$ cat config.mk
export PLATFORM = sky130hd
export DESIGN_NAME = control_unit
export DESIGN_NICKNAME = d
export VERILOG_FILES = /design/src/rtl/ctrl_pkg.sv /design/src/rtl/alu_decoder.sv /design/src/rtl/control_unit.sv
export SDC_FILE = /design/constraint.sdc
export NUM_CORES = 1
export LEC_CHECK = 0
export ABC_AREA = 1
export CAP_MARGIN = 20
export CORE_MARGIN = 2
export CORE_UTILIZATION = 37
export DETAILED_ROUTE_END_ITERATION = 6
export GPL_TIMING_DRIVEN = 1
export MAX_ROUTING_LAYER = met4
export PLACE_DENSITY = 0.86
export RECOVER_POWER = 100
export SYNTH_ARGS = -nofsm -noshare
export SYNTH_HDL_FRONTEND = slang
export SYNTH_HIERARCHICAL = 1
export SYNTH_SLANG_ARGS = --single-unit
export TNS_END_PERCENT = 30
$ cat constraint.sdc
create_clock -name clk -period 3.66 [get_ports clk]
set_input_delay 1.098 -clock clk [delete_from_list [all_inputs] [get_ports clk]]
set_output_delay 1.098 -clock clk [all_outputs]
set_load 0.05 [all_outputs]
$ cat src/rtl/ctrl_pkg.sv
// Shared encodings for the multicycle control unit: states, mux selects, ALU ops, opcodes.
package ctrl_pkg;

  localparam logic [3:0] S_FETCH    = 4'd0;
  localparam logic [3:0] S_DECODE   = 4'd1;
  localparam logic [3:0] S_MEMADR   = 4'd2;
  localparam logic [3:0] S_MEMREAD  = 4'd3;
  localparam logic [3:0] S_MEMWB    = 4'd4;
  localparam logic [3:0] S_MEMWRITE = 4'd5;
  localparam logic [3:0] S_EXECUTER = 4'd6;
  localparam logic [3:0] S_EXECUTEI = 4'd7;
  localparam logic [3:0] S_ALUWB    = 4'd8;
  localparam logic [3:0] S_BEQ      = 4'd9;
  localparam logic [3:0] S_JAL      = 4'd10;

  typedef enum logic [3:0] {
    FETCH    = S_FETCH,
    DECODE   = S_DECODE,
    MEMADR   = S_MEMADR,
    MEMREAD  = S_MEMREAD,
    MEMWB    = S_MEMWB,
    MEMWRITE = S_MEMWRITE,
    EXECUTER = S_EXECUTER,
    EXECUTEI = S_EXECUTEI,
    ALUWB    = S_ALUWB,
    BEQ      = S_BEQ,
    JAL      = S_JAL
  } state_t;

  // ALU operation codes, also decoded by the datapath ALU
  localparam logic [2:0] ALU_ADD = 3'b000;
  localparam logic [2:0] ALU_SUB = 3'b001;
  localparam logic [2:0] ALU_AND = 3'b010;
  localparam logic [2:0] ALU_OR  = 3'b011;
  localparam logic [2:0] ALU_SLT = 3'b101;

  localparam logic [1:0] ALUOP_ADD   = 2'b00;
  localparam logic [1:0] ALUOP_SUB   = 2'b01;
  localparam logic [1:0] ALUOP_FUNCT = 2'b10;

  localparam logic [1:0] SRCA_PC    = 2'b00;
  localparam logic [1:0] SRCA_OLDPC = 2'b01;
  localparam logic [1:0] SRCA_REGA  = 2'b10;

  localparam logic [1:0] SRCB_REGB = 2'b00;
  localparam logic [1:0] SRCB_IMM  = 2'b01;
  localparam logic [1:0] SRCB_FOUR = 2'b10;

  localparam logic [1:0] RES_ALUOUT    = 2'b00;
  localparam logic [1:0] RES_DATA      = 2'b01;
  localparam logic [1:0] RES_ALURESULT = 2'b10;

  localparam logic [1:0] IMM_I = 2'b00;
  localparam logic [1:0] IMM_S = 2'b01;
  localparam logic [1:0] IMM_B = 2'b10;
  localparam logic [1:0] IMM_J = 2'b11;

  localparam logic [6:0] OP_LOAD  = 7'b0000011;
  localparam logic [6:0] OP_STORE = 7'b0100011;
  localparam logic [6:0] OP_RTYPE = 7'b0110011;
  localparam logic [6:0] OP_ITYPE = 7'b0010011;
  localparam logic [6:0] OP_JAL   = 7'b1101111;
  localparam logic [6:0] OP_BRNCH = 7'b1100011;

endpackage

$ cat src/rtl/alu_decoder.sv
// Maps the FSM's ALUOp plus instruction fields onto the ALU operation code.
module alu_decoder
  import ctrl_pkg::*;
(
  input  logic [1:0] ALUOp,
  input  logic [2:0] funct3,
  input  logic       funct7b5,
  input  logic       op5,
  output logic [2:0] ALU_control
);

  always_comb begin
    ALU_control = ALU_ADD;
    case (ALUOp)
      ALUOP_SUB: ALU_control = ALU_SUB;
      ALUOP_FUNCT: begin
        case (funct3)
          // only R-type (op5=1) distinguishes sub from add; addi never subtracts
          3'b000:  ALU_control = (funct7b5 & op5) ? ALU_SUB : ALU_ADD;
          3'b010:  ALU_control = ALU_SLT;
          3'b110:  ALU_control = ALU_OR;
          3'b111:  ALU_control = ALU_AND;
          default: ALU_control = ALU_ADD;
        endcase
      end
      default: ALU_control = ALU_ADD;
    endcase
  end

endmodule

$ cat src/rtl/control_unit.sv
// Multicycle Moore control FSM with PCWrite/ImmSrc logic.
// Optional macro CTRL_BNE_EN: branch state also handles bne via funct3.
//
// state    | meaning
// FETCH    | load IR, PC <= PC+4
// DECODE   | read regs, compute branch target
// MEMADR   | compute load/store address
// MEMREAD  | read data memory
// MEMWB    | write loaded data to register file
// MEMWRITE | write store data to memory
// EXECUTER | register-register ALU op
// EXECUTEI | register-immediate ALU op
// ALUWB    | write ALU result to register file
// BEQ      | compare operands, conditionally update PC
// JAL      | PC <= target, compute return address
module control_unit
  import ctrl_pkg::*;
(
  input  logic       clk,
  input  logic       reset,
  input  logic [6:0] op,
  input  logic [2:0] funct3,
  input  logic       funct7b5,
  input  logic       zero,
  output logic       PCWrite,
  output logic       AdrSrc,
  output logic       MemWrite,
  output logic       IRWrite,
  output logic       RegWrite,
  output logic [1:0] ResultSrc,
  output logic [1:0] ALUSrcA,
  output logic [1:0] ALUSrcB,
  output logic [1:0] ImmSrc,
  output logic [2:0] ALU_control
);

  state_t     state, state_next;
  logic [1:0] alu_op;
  logic       pc_update, branch, taken;
  logic       mem_write_s, ir_write_s, reg_write_s;

  always_ff @(posedge clk) begin
    if (reset) state <= FETCH;
    else       state <= state_next;
  end

  always_comb begin
    state_next = FETCH;
    case (state)
      FETCH:  state_next = DECODE;
      DECODE: begin
        case (op)
          OP_LOAD, OP_STORE: state_next = MEMADR;
          OP_RTYPE:          state_next = EXECUTER;
          OP_ITYPE:          state_next = EXECUTEI;
          OP_JAL:            state_next = JAL;
          OP_BRNCH:          state_next = BEQ;
          default:           state_next = FETCH;
        endcase
      end
      MEMADR:   state_next = op[5] ? MEMWRITE : MEMREAD;
      MEMREAD:  state_next = MEMWB;
      EXECUTER,
      EXECUTEI,
      JAL:      state_next = ALUWB;
      default:  state_next = FETCH;
    endcase
  end

  // Reset overrides the decoded state so outputs look like FETCH minus the write enables
  always_comb begin
    pc_update   = 1'b0;
    branch      = 1'b0;
    AdrSrc      = 1'b0;
    mem_write_s = 1'b0;
    ir_write_s  = 1'b0;
    reg_write_s = 1'b0;
    ResultSrc   = RES_ALUOUT;
    ALUSrcA     = SRCA_PC;
    ALUSrcB     = SRCB_REGB;
    alu_op      = ALUOP_ADD;
    if (reset) begin
      ALUSrcB   = SRCB_FOUR;
      ResultSrc = RES_ALURESULT;
    end else begin
      case (state)
        FETCH: begin
          ir_write_s = 1'b1;
          ALUSrcB    = SRCB_FOUR;
          ResultSrc  = RES_ALURESULT;
          pc_update  = 1'b1;
        end
        DECODE: begin
          ALUSrcA = SRCA_OLDPC;
          ALUSrcB = SRCB_IMM;
        end
        MEMADR: begin
          ALUSrcA = SRCA_REGA;
          ALUSrcB = SRCB_IMM;
        end
        MEMREAD:  AdrSrc = 1'b1;
        MEMWB: begin
          ResultSrc   = RES_DATA;
          reg_write_s = 1'b1;
        end
        MEMWRITE: begin
          AdrSrc      = 1'b1;
          mem_write_s = 1'b1;
        end
        EXECUTER: begin
          ALUSrcA = SRCA_REGA;
          alu_op  = ALUOP_FUNCT;
        end
        EXECUTEI: begin
          ALUSrcA = SRCA_REGA;
          ALUSrcB = SRCB_IMM;
          alu_op  = ALUOP_FUNCT;
        end
        ALUWB: reg_write_s = 1'b1;
        BEQ: begin
          ALUSrcA = SRCA_REGA;
          alu_op  = ALUOP_SUB;
          branch  = 1'b1;
        end
        JAL: begin
          ALUSrcA   = SRCA_OLDPC;
          ALUSrcB   = SRCB_FOUR;
          pc_update = 1'b1;
        end
        default: ;
      endcase
    end
  end

`ifdef CTRL_BNE_EN
  always_comb begin
    case (funct3)
      3'b000:  taken = zero;
      3'b001:  taken = ~zero;
      default: taken = 1'b0;
    endcase
  end
`else
  assign taken = zero;
`endif

  assign PCWrite  = pc_update | (branch & taken);
  assign MemWrite = mem_write_s;
  assign IRWrite  = ir_write_s;
  assign RegWrite = reg_write_s;

  always_comb begin
    case (op)
      OP_STORE: ImmSrc = IMM_S;
      OP_BRNCH: ImmSrc = IMM_B;
      OP_JAL:   ImmSrc = IMM_J;
      default:  ImmSrc = IMM_I;
    endcase
  end

  alu_decoder u_alu_decoder (
    .ALUOp       (alu_op),
    .funct3      (funct3),
    .funct7b5    (funct7b5),
    .op5         (op[5]),
    .ALU_control (ALU_control)
  );

endmodule

==> impl_metrics.tcl <==
set metrics [dict create \
    outcome "completed" \
    grt_use_total_pct 21.7 \
    synthFlopType "dfxtp_1" \
    grt.overflow.total 0 \
    syn_inst 97 \
    synth_nets 113 \
    place_ws_ps -114 \
    post-route-period-util_pct 97.7 \
    muxShareOfSynthArea_pct 0 \
    io_pins 30 \
    powerDensity_mw_per_mm2 188 \
    regArea_um2 80.1 \
    cp-start-kind "input pin" \
    syn2layout_area_growth_pct 66.3 \
    worstSetupPathType "in -> out" \
    cts_max_path_buffers 2 \
    antenna_cells 0 \
    grt_max_degree 10 \
    fin_crit_ps 3580 \
    cts_sinks 4 \
    gp_congestion 0.860 \
    grt_pass1_vias 747 \
    synth-simple-area-share_pct 49.4 \
    synth_xor_area_share_pct 0 \
    dieHeight_um 41.6 \
    grt_setup_unrepaired "yes" \
    setup_ws_ps 84.4 \
    worstPathCellList "dlygate4sd2_1 -> inv_1 -> nand4_1 -> inv_1 -> inv_1 -> ha_4 -> inv_2 -> nand4_1 -> nor2_1 -> buf_12" \
    synthTopCellsByArea "nand2_1 16%, dfxtp_1 15%, inv_1 13%" \
    setup_viol 0 \
    drt_wl_total_mm 1.74 \
    dr.first_iter.drc_count 17 \
    yosys-top-cells-count "22 x nand2_1, 18 x inv_1, 16 x nor2_1" \
    place_area_mm2 0.00102 \
    dp.cells 143 \
    cts_root_buf "clkbuf_4" \
    largest_registers "state: 4 flops" \
    worstPathMaxFanout 2 \
    grt_pass1_wl_mm 2.90 \
    yosysMostFrequentCell "nand2_1" \
    async_flop_share_pct 0 \
    antenna_found_initial 0 \
    port_buffers 29 \
    p_leak_nw 0.416 \
    worst_ep_required_time_ps 2560 \
    drc 0 \
    synth_area_leader_cell "nand2_1" \
    postCtsSetupRepairBufs 0 \
    cts_buffers 3 \
    power.total_uw 164 \
    nets 149 \
    ir_drop_v 0.000204 \
    die_w_um 41.6 \
    clock_latency_ps 230 \
    worstMarginPinSlew_ps 629 \
    ys_ff_latch 4 \
    clock-skew-final_ps 0.612 \
    dr_total_vias 762 \
    drive_above_1_share_pct 16.0 \
    cp-end-kind "output pin" \
    routedWlPerCell_um 11.9 \
    synth_edf_count 0 \
    ys_types 22 \
    cap_viol_max_count 0 \
    multi_input_area_um2 379 \
    largest_reg_flops 4 \
    dieArea_mm2 0.00173 \
    clkTransAtPathRegs_ps 40 \
    synth_fa_ha_area_share_pct 4.77 \
    slew_violations 0 \
    final_cells 146 \
    vias_per_cell 5.22 \
    num-fill-cells 122 \
    fmaxAchievable_mhz 280 \
    fin_setup_tns_ps 0 \
    start_util_pct 39.8 \
    firstDrtPassIters 4 \
    critical_path_arrival_ps 2480 \
    htree_levels 1 \
    final_area_um2 872 \
    seq_area_frac_synth_pct 15.3 \
    rows 13 \
    whs_ps 613 \
    postRouteAntennaNets 0 \
    core_area_mm2 0.00132 \
    worst_path_most_repeated_cell "inv_1" \
    synthesis.area_um2 524 \
    crit_path_max_incr_delay_ps 240 \
    yosysTopAreaCellShare_pct 15.8 \
    hold_violations 0 \
    hold_class "reg -> reg" \
    dp_hpwl_mm 1.40 \
    cts_tree "built" \
    critical_path.slowest_cell "dlygate4sd2_1" \
    final_core_util_pct 66.2 \
    largest_register "state" \
    synth_compound_area_share_pct 15.0 \
    synth_area_per_cell_um2 5.40 \
    synth_top_family_by_area "simple AND/OR/NAND/NOR gates" \
    yosysWarnings 6 \
    relSlewSlack_pct 58.2 \
]
## critical path, delay by kind of cell
kind | cells | cell delay (ps)
simple gates | 3 | 450
fa+ha+maj | 1 | 240
buf+inv | 6 | 680
## cell usage in the layout (no fill, tap or decap)
cell type,count
clkdlybuf4s50_1,12
dlygate4sd2_1,1
ha_4,1
inv_1,17
o21ai_0,2
nor3_1,1
inv_2,2
clkbuf_4,3
buf_12,5
and3_1,1
nand3_2,2
ha_1,1
nand4_1,2
clkbuf_1,11
o211ai_1,1
nand2_2,1
a21oi_1,8
a21boi_0,1
buf_4,4
dfxtp_1,4
nor2_1,17
o21ai_1,2
nand3_1,6
nand2_1,22
or2_1,1
nor2_4,3
## logic make-up (layout without fill, tap and decap cells)
family                   after synthesis  after routing
AND/OR/NAND/NOR                       56             56
buffers and inverters                 21             55
AO/OA/AOI/OAI                         14             14
flip-flops                             4              4
adder cells (fa/ha/maj)                2              2
## power breakdown
group / switching, mW / internal (mW)
clock: 0.0197 / 0.0368
combinational: 0.0388 / 0.0224
sequential: 0.00122 / 0.0448
## path summary, 6_finish.rpt
kind	slack, ps	cells past startpoint	startpoint	end
worst min register to register	610	2	state[0]	state[2]
worst max-delay path	80	10	reset	ALU_control[2]
worst max register to register	2510	6	state[0]	state[0]
worst min-delay path	610	2	state[0]	state[2]
## area by class of cell
type                            instances  share of cell area (%)
Clock buffer                            3                    2.58
Inverter                               19                    8.18
Multi-Input combinational cell         72                    43.5
Sequential cell                         4                    9.18
Tap cell                               15                    2.15
Timing Repair Buffer                   33                    34.4
## routing by layer
metal / global-route usage [%] / vias to the layer above / routed length (um)
met5: - / - / 0
met4: 9.03 / 0 / 31
met3: 5.65 / 4 / 75
met2: 39.7 / 35 / 866
met1: 21.4 / 350 / 769
li1: - / 373 / -
## repair_timing
item,in CTS,in global routing
cloned,0,0
setup endpoints to repair,3,2
hold buffers,0,0
gates resized for setup,7,0
pin swaps,2,0
No activity file was read; power rests on OpenSTA's default activity.
